$ cat config.mk
export PLATFORM = sky130hd
export DESIGN_NAME = key_event_fifo
export DESIGN_NICKNAME = d
export VERILOG_FILES = /design/src/rtl/key_event_fifo.sv
export SDC_FILE = /design/constraint.sdc
export NUM_CORES = 1
export LEC_CHECK = 0
export ABC_AREA = 1
export CAP_MARGIN = 5
export CORE_ASPECT_RATIO = 1.5
export CORE_MARGIN = 1
export CORE_UTILIZATION = 45
export CTS_CLUSTER_DIAMETER = 50
export DETAILED_ROUTE_END_ITERATION = 8
export HOLD_SLACK_MARGIN = 0.02
export PLACE_DENSITY = 0.75
export SETUP_SLACK_MARGIN = 0.5
export SLEW_MARGIN = 20
export SYNTH_ARGS = -nofsm -noshare
export SYNTH_HDL_FRONTEND = slang
export SYNTH_SLANG_ARGS = --single-unit
$ cat constraint.sdc
create_clock -name i_Clk -period 6.1 [get_ports i_Clk]
set_clock_uncertainty 0.2 [all_clocks]
set_input_delay 1.22 -clock i_Clk [delete_from_list [all_inputs] [get_ports i_Clk]]
set_output_delay 1.22 -clock i_Clk [all_outputs]
set_load 0.03 [all_outputs]
$ cat src/rtl/key_event_fifo.sv
// key_event_fifo
// Turns level changes on the keyboard driver's key byte into press/release
// events, queues them in a small circular FIFO and hands them to a consumer
// over a valid/ready handshake. Also remembers the last popped press code
// so the two-digit display can be driven straight from this block.

module key_event_fifo #(
    parameter int unsigned DEPTH          = 8,
    parameter bit          RELEASE_EVENTS = 1'b1
) (
    input  logic                     i_Clk,
    input  logic                     i_Rst_L,
    input  logic [7:0]               i_Key_Code,
    output logic [8:0]               o_Event,
    output logic                     o_Valid,
    input  logic                     i_Ready,
    output logic [$clog2(DEPTH):0]   o_Count,
    output logic                     o_Overflow,
    output logic [7:0]               o_Last_Code
);

    localparam int unsigned AW = $clog2(DEPTH);
    localparam int unsigned CW = AW + 1;

    logic [7:0]    prev_code_q, prev_code_d;
    logic [AW-1:0] rd_ptr_q, rd_ptr_d;
    logic [AW-1:0] wr_ptr_q, wr_ptr_d;
    logic [CW-1:0] count_q, count_d;
    logic          overflow_q, overflow_d;
    logic [7:0]    last_code_q, last_code_d;
    logic [8:0]    mem_q [DEPTH];

    logic          push_req;
    logic [8:0]    push_event;
    logic          push_ok;
    logic          pop;
    logic          full;
    logic          not_empty;
    logic [8:0]    head_event;

    // Decide which event (if any) the current key byte implies relative to last cycle
    always_comb begin
        push_req   = 1'b0;
        push_event = 9'h000;
        if (prev_code_q == 8'h00 && i_Key_Code != 8'h00) begin
            push_req   = 1'b1;
            push_event = {1'b0, i_Key_Code};
        end else if (prev_code_q != 8'h00 && i_Key_Code == 8'h00) begin
            if (RELEASE_EVENTS) begin
                push_req   = 1'b1;
                push_event = {1'b1, prev_code_q};
            end
        end else if (i_Key_Code != prev_code_q) begin
            // Rolling straight from one key to another reports only the new press
            push_req   = 1'b1;
            push_event = {1'b0, i_Key_Code};
        end
    end

    // FIFO bookkeeping: a pop frees a slot in the same cycle, so a full FIFO can still accept a push while popping
    always_comb begin
        not_empty   = (count_q != '0);
        full        = (count_q == CW'(DEPTH));
        head_event  = mem_q[rd_ptr_q];
        pop         = not_empty && i_Ready;
        push_ok     = push_req && (!full || pop);

        prev_code_d = i_Key_Code;
        rd_ptr_d    = pop     ? rd_ptr_q + 1'b1 : rd_ptr_q;
        wr_ptr_d    = push_ok ? wr_ptr_q + 1'b1 : wr_ptr_q;
        count_d     = count_q + CW'(push_ok) - CW'(pop);
        overflow_d  = overflow_q | (push_req && !push_ok);
        last_code_d = last_code_q;
        if (pop && !head_event[8]) begin
            last_code_d = head_event[7:0];
        end
    end

    // Control state register with synchronous active-low reset
    always_ff @(posedge i_Clk) begin
        if (!i_Rst_L) begin
            prev_code_q <= 8'h00;
            rd_ptr_q    <= '0;
            wr_ptr_q    <= '0;
            count_q     <= '0;
            overflow_q  <= 1'b0;
            last_code_q <= 8'h00;
        end else begin
            prev_code_q <= prev_code_d;
            rd_ptr_q    <= rd_ptr_d;
            wr_ptr_q    <= wr_ptr_d;
            count_q     <= count_d;
            overflow_q  <= overflow_d;
            last_code_q <= last_code_d;
        end
    end

    // Event storage; contents need no reset because the head is masked while empty
    always_ff @(posedge i_Clk) begin
        if (i_Rst_L && push_ok) begin
            mem_q[wr_ptr_q] <= push_event;
        end
    end

    assign o_Valid     = not_empty;
    assign o_Event     = not_empty ? head_event : 9'h000;
    assign o_Count     = count_q;
    assign o_Overflow  = overflow_q;
    assign o_Last_Code = last_code_q;

endmodule
# Word level (Yosys, flattened, before mapping)
# Memories as Yosys holds them, arrays and structs flattened. A register that Yosys moved wholly into a read port is not among the register bits.
# Cells that the tools add are included.
totals:
  register_bits: 27
  ramBits: 72
  input_bits: 11
  n_memories: 1
memory_table:
  columns: ["memory", "depth", "word_bits", "read_ports", "rd_clocked_by_memory_dff", "wr", "line_no", "rtl"]
  rows:
  - ["mem_q", 8, 9, 1, 1, 1, "31", "logic [8:0] mem_q [DEPTH];"]
op_classes:
  addsub: 4
  eq_ne: 2
  n_mux: 11
  bitwise: 1
  reduce_logical: 16
ops:
  columns: ["op", "count"]
  rows:
  - ["9-bit two-way mux", 3]
  - ["8-bit zero test", 2]
  - ["8-bit nonzero test", 2]
  - ["8-bit two-way mux", 1]
  - ["8-bit inequality test", 1]
  - ["1-bit logical AND", 7]
  - ["3-bit by 1-bit adder with 3-bit output (second input constant)", 2]
  - ["3-bit two-way mux", 2]
  - ["1-bit two-way mux", 5]
  - ["4-bit by 1-bit adder with 4-bit output", 1]
  - ["4-bit == test (second input constant)", 1]
  - ["4-bit nonzero test", 1]
  - ["4-bit by 1-bit subtractor with 4-bit output", 1]
  - ["1-bit zero test", 3]
  - ["1-bit logical OR", 1]
  - ["1-bit OR", 1]

# Depth between registers and ports, before layout
depth:
  depth_word: 8
  mapped_depth: 14
  ltp_nobuf: 13

# Worst setup path after synthesis
# Ideal clock, no wire load.
synth_path:
  path_kind: "register -> output"
  startpoint: "register count_q[2] (netlist: o_Count[2])"
  endpoint: "output o_Event[0]"
  arrival_ps: 1825
  t_required_ps: 4680
  slack_ps: 2855
  stages_incl_launch_ff: 6
  cell_sequence: "dfxtp_1 -> inv_1 -> ha_1 -> nand2_1 -> clkinv_1 -> nor2_1"
synth_between:
  elab_chain_cells: 2
synth_rtl:
  columns: ["item", "line_no", "rtl"]
  rows:
  - ["from (decl)", "28", "logic [CW-1:0] count_q, count_d;"]
  - ["from (signal assigned)", "92", "count_q <= count_d;"]
  - ["4-bit nonzero test", "62", "not_empty = (count_q != '0);"]
  - ["via o_Valid", "15", "output logic o_Valid,"]
  - ["9-bit two-way mux", "106", "assign o_Event = not_empty ? head_event : 9'h000;"]
  - ["to (decl)", "14", "output logic [8:0] o_Event,"]
# The timed path passes the listed nets, and every way through them passes these cells.

==> qor.txt <==
peak supply drop - 0.251 mV
Synth Register Bits - 102
syn_area_per_cell - 9.20 µm²
Setup TNS Final - 0 ps
Die Wd - 85.1 µm
CTS tree - built
Post-synth top cells - nand2_1 (171), edfxtp_1 (72), inv_1 (69)
routed len/inst - 14.0 µm
vias per cell - 4.96
Antenna diodes - 0
Tmin final - 4270 ps
pin count of the biggest net entering global routing - 37
final hold violation count - 0
# resized after CTS - 0
element type at the critical path end - output port
Worst-path clk slew - 60 ps
Detailed Routing Iterations Pass 1 - 4
Slew @ Worst Pin - 1090 ps
synthesized instance count - 507
CTS Buf Count - 9
Synth area leader - edfxtp_1
Seq/Total Area, Yosys - 0.593
Sink Count - 102
Fmax achieved - 234 MHz
Hold WS - 291 ps
initial cell density of the core - 0.463
WS Path Type - reg -> out
dpl hpwl - 6.44 mm
vias in the first global route - 3120
Clock Path Buffers - 2
Post CTS Setup Buffer Count - 0
Hold-fix buffers, CTS - 0
Yosys cell types - 28
status - completed
Pwr Total - 2360 µW
Mapped Area - 0.00466 mm²
Leak Pwr - 0.00231 µW
num rows - 45
H-tree Lvls - 3
final WL - 9.20 mm
FILL cells - 887
critical path arrival - 2850 ps
Total Nets Final - 553
die height - 127 µm
final slew viol count - 0
Layout Area Growth over Synthesis - 13.4%
syn_nets - 526
DP Cell Count - 640
HP Class - reg -> reg
final std cells w/o fill - 656
Max Cap Violations - 0
critical path required time - 4680 ps
Area contributors post-synth - edfxtp_1 (46%), nand2_1 (14%), dfxtp_1 (13%)
share of the synthesized area in the top cell type - 0.464
Post-DRT Antenna Nets - 0
CP Max Fanout - 36
initial antenna violation count - 0
Tot GR Track Use - 0.185
port buffer count - 33
PwrDens - 446 mW/mm²
area of the core - 0.0101 mm²
clk root buf - clkbuf_16
Yosys warnings - 0
Die ar. - 0.0108 mm²
top-count cell post-synth - nand2_1
I/O Pins - 34
RSZ-0062 raised after global routing - false
post-synthesis async set-or-reset flop share - 0
share of cells above drive strength 1 - 0.0742
Remaining DRCs - 0
initial DRC count - 208
Top FF cell, synth - edfxtp_1
clk_lat worst skew - 340 ps
GRT Residual Overflow - 0
Final GP Congestion - 0.815
CP startpoint kind - flop
Final period util - 0.700
Slew HR - 0.273
first-pass GRT wire length - 15.1 mm
total number of vias - 3254
final setup fails - 0
number of synthesized flops with an enable pin - 72
-- cells by family after synthesis --
family / count (synthesis) / synth area share
AOI/OAI and AO/OA: 23 / 0.0319
xor gates and xnor gates: 6 / 0.0113
adders and majority gates: 8 / 0.0231
buffers and inverters: 91 / 0.0902
DFF: 102 / 0.593
and+or+nand+nor: 277 / 0.251
-- stage by stage --
step	area [µm²]	worst slack, ps	util
floorplan	4660	2860	-
global placement	5010	2170	0.497
detailed placement	5010	2070	0.497
CTS	5290	1790	0.525
global route	5290	1640	0.525
finish	5290	1830	0.525
-- path summary, 6_finish.rpt --
path,startpoint,to,slack [ps],cells after the start
max,flop,o_Event[0],1830,7
min,o_Last_Code[7],o_Last_Code[7],290,2
max reg2reg,o_Count[2],o_Count[1],3100,11
min reg2reg,o_Last_Code[7],o_Last_Code[7],290,2
-- layout by cell type (no fill, tap or decap), drive strengths merged --
cell type        n
and2             1
clkbuf          13
fa               1
nand2          177
nor2            39
o21ai            7
nand3b           1
ha               7
nand3           55
dfxtp           30
and3             1
buf              1
clkinv           4
edfxtp          72
a21oi           16
nor4             3
inv             72
clkdlybuf4s50   33
xnor2            6
-- critical path: stages (launching register included) --
cell and delay [ps]:
dfxtp_1 950, inv_8 220, nand2_1 120, nand3_1 120, nand3_1 150, nand2_1 130
nor2_1 120, clkdlybuf4s50_1 680
-- metal layers --
metal | up-vias | global-route usage | wire length, µm
li1 | 1667 | - | -
met1 | 1511 | 0.205 | 3560
met2 | 58 | 0.336 | 5090
met3 | 18 | 0.0306 | 292
met4 | 0 | 0.0947 | 263
met5 | - | 0 | 0
-- area by class of cell --
type | instances | area [µm²] | area share
multi-input combinational | 314 | 1480 | 0.280
sequential | 102 | 2760 | 0.522
timing repair buffer | 34 | 338 | 0.0639
clock buffer | 13 | 260 | 0.0492
tap | 117 | 146 | 0.0277
inverter | 73 | 282 | 0.0532
clock inverter | 3 | 18.8 | 0.00355
-- where the power goes --
part	internal [µW]	switching [µW]	total, µW	leakage, µW
Combinational	318	579	897	0.00127
Clock	298	232	531	0.000140
Sequential	847	82.7	930	0.000900
Total	1460	894	2360	0.00231
-- flip-flops by register name (all words and copies together) (netlist names), named ones only --
signal       count
prev_code_q      8
o_Last_Code      8
mem_q           72
rd_ptr_q         3
o_Overflow       1
wr_ptr_q         3
o_Count          4
Power figures use the tool's default switching activity.
